$ cat src/rtl/serial_adder_pkg.sv
// Shared types and constants for the bit-serial adder.
package serial_adder_pkg;

   typedef enum logic [1:0] {
      IDLE = 2'd0,
      RUN  = 2'd1,
      DONE = 2'd2
   } sa_state_t;

   localparam int SA_DEFAULT_WIDTH = 8;

endpackage

$ cat src/rtl/serial_adder_fa.sv
// One-bit full-adder cell used as the bit-slice of the serial adder.
module fa (
   input  logic a,
   input  logic b,
   input  logic cin,
   output logic s,
   output logic c
);

   assign s = a ^ b ^ cin;
   assign c = (a & b) | (cin & (a ^ b));

endmodule

$ cat src/rtl/serial_adder.sv
// Bit-serial adder: LSB-first, one bit per clock through a single fa cell.
// Optional signed-overflow output enabled by defining SERIAL_ADDER_OVF_EN.
module serial_adder
   import serial_adder_pkg::*;
#(
   parameter int WIDTH = SA_DEFAULT_WIDTH
) (
   input  logic             clk,
   input  logic             rst_n,
   input  logic             start,
   input  logic [WIDTH-1:0] a,
   input  logic [WIDTH-1:0] b,
   input  logic             cin,
   output logic             busy,
   output logic             done,
   output logic [WIDTH-1:0] sum,
   output logic             cout
`ifdef SERIAL_ADDER_OVF_EN
   ,
   output logic             ovf
`endif
);

   localparam int CNT_W = (WIDTH > 2) ? $clog2(WIDTH) : 1;
   localparam logic [CNT_W-1:0] LAST_BIT = CNT_W'(WIDTH - 1);

   sa_state_t state, state_nx;

   logic [WIDTH-1:0] a_sr, b_sr;
   // Only WIDTH-1 sum bits need storing; the final bit comes straight from fa.
   logic [WIDTH-2:0] s_sr;
   logic [WIDTH-1:0] s_next;
   logic             carry;
   logic [CNT_W-1:0] cnt;
   logic             fa_s, fa_c;
   logic             load, step, finish;

   fa u_fa (
      .a   (a_sr[0]),
      .b   (b_sr[0]),
      .cin (carry),
      .s   (fa_s),
      .c   (fa_c)
   );

   assign s_next = {fa_s, s_sr};

   // NOTE: every signal written in always_comb gets a default first, otherwise a latch is inferred.
   always_comb begin
      state_nx = state;
      busy     = 1'b0;
      done     = 1'b0;
      load     = 1'b0;
      step     = 1'b0;
      finish   = 1'b0;
      unique case (state)
         IDLE: begin
            if (start) begin
               load     = 1'b1;
               state_nx = RUN;
            end
         end
         RUN: begin
            busy = 1'b1;
            step = 1'b1;
            if (cnt == LAST_BIT) begin
               finish   = 1'b1;
               state_nx = DONE;
            end
         end
         DONE: begin
            done     = 1'b1;
            state_nx = IDLE;
         end
         default: state_nx = IDLE;
      endcase
   end

   // NOTE: sequential state uses non-blocking assignments so all registers update from pre-edge values.
   always_ff @(posedge clk or negedge rst_n) begin
      if (!rst_n) begin
         state <= IDLE;
      end else begin
         state <= state_nx;
      end
   end

   always_ff @(posedge clk or negedge rst_n) begin
      if (!rst_n) begin
         a_sr  <= '0;
         b_sr  <= '0;
         s_sr  <= '0;
         carry <= 1'b0;
         cnt   <= '0;
         sum   <= '0;
         cout  <= 1'b0;
`ifdef SERIAL_ADDER_OVF_EN
         ovf   <= 1'b0;
`endif
      end else begin
         if (load) begin
            a_sr  <= a;
            b_sr  <= b;
            carry <= cin;
            cnt   <= '0;
         end else if (step) begin
            a_sr  <= {1'b0, a_sr[WIDTH-1:1]};
            b_sr  <= {1'b0, b_sr[WIDTH-1:1]};
            s_sr  <= s_next[WIDTH-1:1];
            carry <= fa_c;
            cnt   <= cnt + CNT_W'(1);
         end
         if (finish) begin
            sum  <= s_next;
            cout <= fa_c;
`ifdef SERIAL_ADDER_OVF_EN
            // In the last RUN cycle, carry is the carry into the MSB.
            ovf  <= fa_c ^ carry;
`endif
         end
      end
   end

endmodule
$ cat config.mk
export PLATFORM = sky130hd
export DESIGN_NAME = serial_adder
export DESIGN_NICKNAME = d
export VERILOG_FILES = /design/src/rtl/serial_adder_pkg.sv /design/src/rtl/serial_adder_fa.sv /design/src/rtl/serial_adder.sv
export SDC_FILE = /design/constraint.sdc
export NUM_CORES = 1
export LEC_CHECK = 0
export CORE_MARGIN = 5
export CORE_UTILIZATION = 35
export DETAILED_ROUTE_END_ITERATION = 16
export DONT_BUFFER_PORTS = 1
export GPL_TIMING_DRIVEN = 0
export PLACE_DENSITY_LB_ADDON = 0.2
export SYNTH_ARGS = -nofsm -noshare
export SYNTH_HDL_FRONTEND = slang
export SYNTH_SLANG_ARGS = --single-unit
$ cat constraint.sdc
create_clock -name clk -period 1.58 [get_ports clk]
set_clock_uncertainty 0.2 [all_clocks]
set_input_delay 0.158 -clock clk [delete_from_list [all_inputs] [get_ports clk]]
set_output_delay 0.158 -clock clk [all_outputs]
set_load 0.01 [all_outputs]
==> metrics.txt, run 1 <==
f_max 637 MHz; remaining antenna violation count 0; largest net degree at the start of global routing 39; Worst path most repeated cell ha_4; maximum clock insertion buffer count 2; DR iter-0 viols 45; Routability Congestion 0.686; worst reg2reg path depth 5; std cell rows 25; global-route wire length before repair 6120 um; max incr delay on CP 0.42 ns; worst hold stages 3; Distinct cells, synth 23; Hold Crit Class primary input to register; critical-path cell list ha_4, ha_4, nand2_8, buf_8, mux2_4; Slew Limit Fails 0; reg2reg start cnt[1]$_DFFE_PN0P_; vias in the first global route 1,266; area of the mapped netlist 1680 um2; Die Ht 79.2 um; RSZ-0062 raised after global routing yes; hold path endpoint b_sr[2]$_DFFE_PN0P_; latest clock arrival within the worst-skew pair 0.29 ns; Total GRT Usage 12.8%; root cell of the clock tree clkbuf_8; IO Pins 31; Post-DP HPWL 2400 um; Reg clk slew, reported paths 0.07 ns; nets 203; register area share after synthesis 56.7%; 1st-pass router iterations 4; port bufs 0; Post-DP Area 1740 um2; Mapped Avg Cell Area 11.8 um2; Seq cells post-synth 38; slowest CP cell dfrtp_1; min Tclk post-route 1.57 ns; P_leak 0.00100 uW; VDD IR max 0.819 mV; Slew HR 77.4%; GR Overflow Total 0; die footprint 6270 um2; Mapped Nets 165; Storage cell area 952 um2; clk sinks 38; Die Span X 79.2 um; slew of the pin with the lowest slew margin 0.335 ns; CTS tree done; final instance area 2190 um2; Critical Path Sink Type register; Warnings, synthesis 0; vias per cell 5.26; PwrDens 1980 nW/um2; CP arrival 1.55 ns; share of cells above drive strength 1 24.9%; via count 1,236; initial core utilization 35.7%; CP startpoint kind register; hold wc startpoint start; core box area 4690 um2; delay-heaviest family, CP flip-flops; DRC violations left 0; Post-Syn Instances 142; # H-tree levels 2; Tcrit/Tclk final 99.4%; area of the multi-input gates 672 um2; FF-to-FF End sum[3]$_DFFE_PN0P_; CP max FO 5; Final Hold Viols 0; initial antenna violation count 0; Area growth syn-to-layout 30.8%; Critical Path RT 1.56 ns; Setup Viol. Count Final 0; Worst Setup SP cnt[1]$_DFFE_PN0P_; Post-Route WL 3660 um; CP Buf/Inv Count 1; CP Class register to register; fill count 437; setup TNS 0 ns; # Max-Cap Violations 0; n_diodes 0; clock buffer count from CTS 5; reg2reg setup slack 0.009 ns; Final Core Density 46.7%; outcome complete, no violations; WL per Instance 15.6 um
==> what timing repair did <==
action,4_1_cts,5_1_grt
hold buffers,20,0
pin swaps,1,2
buffers inserted,7,5
gates cloned,0,0
setup endpoints to repair,11,13
gates resized for setup,9,3
endpoints found under the hold margin,55,0
==> cell type report <==
cell class / instances / area share, %
Sequential cell: 38 / 43.4
Multi-Input combinational cell: 92 / 30.6
Timing Repair Buffer: 32 / 14.6
Clock buffer: 7 / 3.48
Tap cell: 54 / 3.08
Buffer: 7 / 2.22
Clock inverter: 1 / 1.37
Inverter: 4 / 1.20
==> cells by family after synthesis <==
| logic type | count (synthesis) | share of synthesized area, % |
|---|---|---|
| adders and majority gates | 3 | 2.69 |
| muxes | 9 | 8.06 |
| buffers and inverters | 12 | 5.00 |
| AOI/OAI and AO/OA | 47 | 17.7 |
| and+or+nand+nor | 33 | 9.85 |
| DFF | 38 | 56.7 |
==> worst min-delay path: cells and delay by family <==
family / cells / cell delay [ns]
compound gates: 2 / 0.23
simple gates: 1 / 0.10
==> metal layers <==
layer	GRT usage (%)	wire (um)	vias to the layer above
li1	-	-	593
met1	15.0	1580	604
met2	21.1	1800	31
met3	4.42	209	8
met4	5.67	74	0
met5	0	0	-
==> registers in the layout, indices dropped and copies added, names as in the netlist <==
signal and flops:
a_sr 8, b_sr 8, carry 1, cnt 3, cout 1, s_sr 7, state 2, sum 8
==> report_power, final <==
part	leakage, uW	internal (uW)	total [uW]	switching, uW
clock network	0.0000524	472	808	335
registers	0.000457	1430	1820	384
logic	0.000492	954	1710	760
==> cell usage in the layout (no fill, tap or decap), types with 2 or more instances in the layout <==
| cell | synthesis | final |
|---|---|---|
| buf_2 | 4 | 3 |
| nand2_1 | 23 | 23 |
| nor2_1 | 4 | 2 |
| ha_4 | 0 | 2 |
| a2bb2oi_1 | 5 | 5 |
| a21oi_1 | 11 | 11 |
| dlygate4sd3_1 | 0 | 19 |
| o21ai_0 | 5 | 5 |
| clkbuf_1 | 0 | 2 |
| buf_4 | 2 | 13 |
| mux2_4 | 9 | 9 |
| a22o_1 | 2 | 2 |
| dfrtp_1 | 38 | 37 |
| nand2b_1 | 2 | 2 |
| inv_1 | 3 | 2 |
| o22ai_1 | 23 | 23 |
| clkbuf_8 | 0 | 5 |
| buf_12 | 0 | 2 |
| nor2_2 | 0 | 2 |
==> cell usage after synthesis <==
library cell,n,share of area (%)
or4b_1,1,0.60
nand2b_1,2,0.75
buf_8,1,0.90
dfrtp_1,38,57
ha_1,2,1.5
o21ai_0,5,1.5
nand2b_4,1,0.82
o221a_2,1,0.67
a21oi_1,11,3.3
mux2_4,9,8.1
a22o_1,2,1.0
buf_4,2,0.90
buf_6,1,0.67
inv_8,1,0.67
fa_1,1,1.2
buf_2,4,1.2
o22ai_1,23,8.6
nand2_8,1,1.2
nor2_1,4,0.90
and2b_1,1,0.45
inv_1,3,0.67
a2bb2oi_1,5,2.6
nand2_1,23,5.1
==> worst max-delay path by stage <==
stage	endpoint	slack, ns	cells past startpoint
finish	sum[3]$_DFFE_PN0P_	0.009	5
global route	cout$_DFFE_PN0P_	-0.03	5
CTS	sum[7]$_DFFE_PN0P_	0.002	5
detailed placement	sum[7]$_DFFE_PN0P_	-0.06	4
global placement	sum[7]$_DFFE_PN0P_	-0.03	4
floorplan	cout$_DFFE_PN0P_	0.02	4
==> per-stage QoR <==
stage | std cells | hold slack (ns) | power [uW] | setup WS [ns]
2_1_floorplan | 142 | -0.338 | 2950 | 0.0215
3_3_place_gp | 196 | -0.336 | 3190 | -0.0332
3_5_place_dp | 196 | -0.336 | 3270 | -0.0604
4_1_cts | 230 | 0.0298 | 4270 | 0.00250
5_1_grt | 235 | 0.0440 | 4660 | -0.0286
6_report | 235 | 0.0343 | 4340 | 0.00898
(Power assumes the default switching activity.)
==> inputs of run 2 (changes only) <==
--- a/config.mk
+++ b/config.mk
@@ -11,6 +11,7 @@
 export DONT_BUFFER_PORTS = 1
 export GPL_TIMING_DRIVEN = 0
 export PLACE_DENSITY_LB_ADDON = 0.2
+export REMOVE_ABC_BUFFERS = 1
 export SYNTH_ARGS = -nofsm -noshare
 export SYNTH_HDL_FRONTEND = slang
 export SYNTH_SLANG_ARGS = --single-unit
==> run 2 against run 1 <==
The run now ends with hold timing left. Fmax rose by 2.9%. Clock-buffer cell count is the same. Routed wire length shrank 6.2%. Sequential power is essentially flat. Register-to-register slack gained 0.04 ns. Design area shrank 5.1%. Sequential share of layout area up 2.4 points. Total power is 7.6% lower. Die area unchanged. Critical path type unchanged. Critical endpoint is now sum[1]$_DFFE_PN0P_. Largest cell class unchanged. Highest routed layer unchanged.
==> metrics.txt, run 2 (synthesis results as in run 1) <==
remaining antenna violation count 0; CP arrival 1.50 ns; Tcrit/Tclk final 96.7%; most frequent cells in the layout dfrtp_1, o22ai_1, nand2_1; Post-CTS Hold Fix Bufs 19; Die Span X 79.2 um; global-route wire length before repair 5580 um; commonest non-fill, non-tap cell in the layout dfrtp_1; Worst Setup SP cnt[0]$_DFFE_PN0P_; Setup Viol. Count Final 0; delay-heaviest family, CP flip-flops; core box area 4690 um2; clk sinks 38; Area growth syn-to-layout 24.1%; biggest regs a_sr (8), b_sr (8), sum (8); initial core utilization 35.7%; P_leak 0.000933 uW; die footprint 6270 um2; port bufs 0; DR iter-0 viols 26; Reg clk slew, reported paths 0.07 ns; # H-tree levels 2; CP max FO 5; latest clock arrival within the worst-skew pair 0.29 ns; f_max 655 MHz; outcome finished, violations left; slew of the pin with the lowest slew margin 0.380 ns; clock buffer count from CTS 5; via count 1,183; Total GRT Usage 11.5%; Hold Crit Class primary input to register; Slew HR 74.6%; largest net degree at the start of global routing 39; Routability Congestion 0.729; root cell of the clock tree clkbuf_8; Post-DP Area 1680 um2; Post-DP HPWL 2180 um; Critical Path RT 1.55 ns; CP Class register to register; 1st-pass router iterations 4; DRC violations left 0; GR Overflow Total 0; max incr delay on CP 0.40 ns; share of cells above drive strength 1 22.2%; Post-Route WL 3440 um; CP startpoint kind register; # Max-Cap Violations 0; final instance area 2080 um2; minimum hold slack -0.0943 ns; IO Pins 31; Die Ht 79.2 um; violated checks hold timing; min Tclk post-route 1.53 ns; Slew Limit Fails 0; reg2reg start cnt[0]$_DFFE_PN0P_; RSZ-0062 raised after global routing no; VDD IR max 0.757 mV; Critical Path Sink Type register; vias in the first global route 1,163; nets 193; CTS tree done; hold wc startpoint start; std cell rows 25; WL per Instance 15.3 um; critical-path cell list ha_2, ha_4, nand2_4, mux2_4; initial antenna violation count 0; Total Power 4010 uW; maximum clock insertion buffer count 2; vias per cell 5.26; n_diodes 0; Final Hold Viols 12; PwrDens 1930 nW/um2; slowest CP cell dfrtp_1; CP Buf/Inv Count 0
[run 2: worst paths after layout]
path | slack [ns] | to | cells past startpoint
max in group asynchronous | 0.86 | state[0]$_DFFE_PN0P_ | 2
setup / recovery | 0.05 | sum[1]$_DFFE_PN0P_ | 4
setup reg to reg | 0.05 | sum[1]$_DFFE_PN0P_ | 4
min in group asynchronous | 0.12 | s_sr[0]$_DFFE_PN0P_ | 2
hold / removal | -0.09 | a_sr[4]$_DFFE_PN0P_ | 2
hold reg to reg | 0.28 | cnt[0]$_DFFE_PN0P_ | 1
[run 2: layer usage]
layer	up-vias	track usage, %	routed length [um]
li1	575	-	-
met1	577	14.2	1650
met2	26	18.1	1560
met3	5	4.31	192
met4	0	4.64	32
met5	-	0	0
[run 2: layout make-up]
class	instances	area, um2
Sequential cell	38	953
Tap cell	54	67.6
Multi-Input combinational cell	93	671
Clock buffer	7	86.3
Inverter	4	30.0
Timing Repair Buffer	28	268
Fill cell	456	2610
Clock inverter	1	5.00
[run 2: metrics by stage]
| stage | std cells | util, % | hold WS [ns] | setup TNS, ns | setup WS [ns] |
|---|---|---|---|---|---|
| 2_1_floorplan | 134 | - | -0.338 | 0 | 0.0215 |
| 3_3_place_gp | 188 | 35.9 | -0.336 | -1.03 | -0.0976 |
| 3_5_place_dp | 188 | 35.9 | -0.337 | -1.06 | -0.100 |
| 4_1_cts | 219 | 43.1 | -0.0958 | -0.428 | -0.127 |
| 5_1_grt | 225 | 44.3 | -0.0946 | 0 | 0.0141 |
| 6_report | 225 | 44.3 | -0.0943 | 0 | 0.0528 |
[run 2: report_power, final]
part / leakage, uW / switching, uW / internal (uW) / total (uW)
Sequential: 0.000457 / 407 / 1430 / 1840
Combinational: 0.000428 / 689 / 807 / 1500
Clock: 0.0000482 / 321 / 352 / 672
Total: 0.000933 / 1420 / 2590 / 4010
[run 2: repair_timing]
item | in CTS | in global routing
endpoints found under the hold margin | 56 | 11
pin swaps | 2 | 0
setup endpoints to repair | 15 | 21
gates cloned | 1 | 0
setup buffers | 3 | 6
resized for setup | 2 | 6
[run 2: worst reg2reg max path, stage by stage (launching register included)]
cell	delay [ns]
dfrtp_1	0.40
ha_2	0.20
ha_4	0.19
nand2_4	0.12
mux2_4	0.31
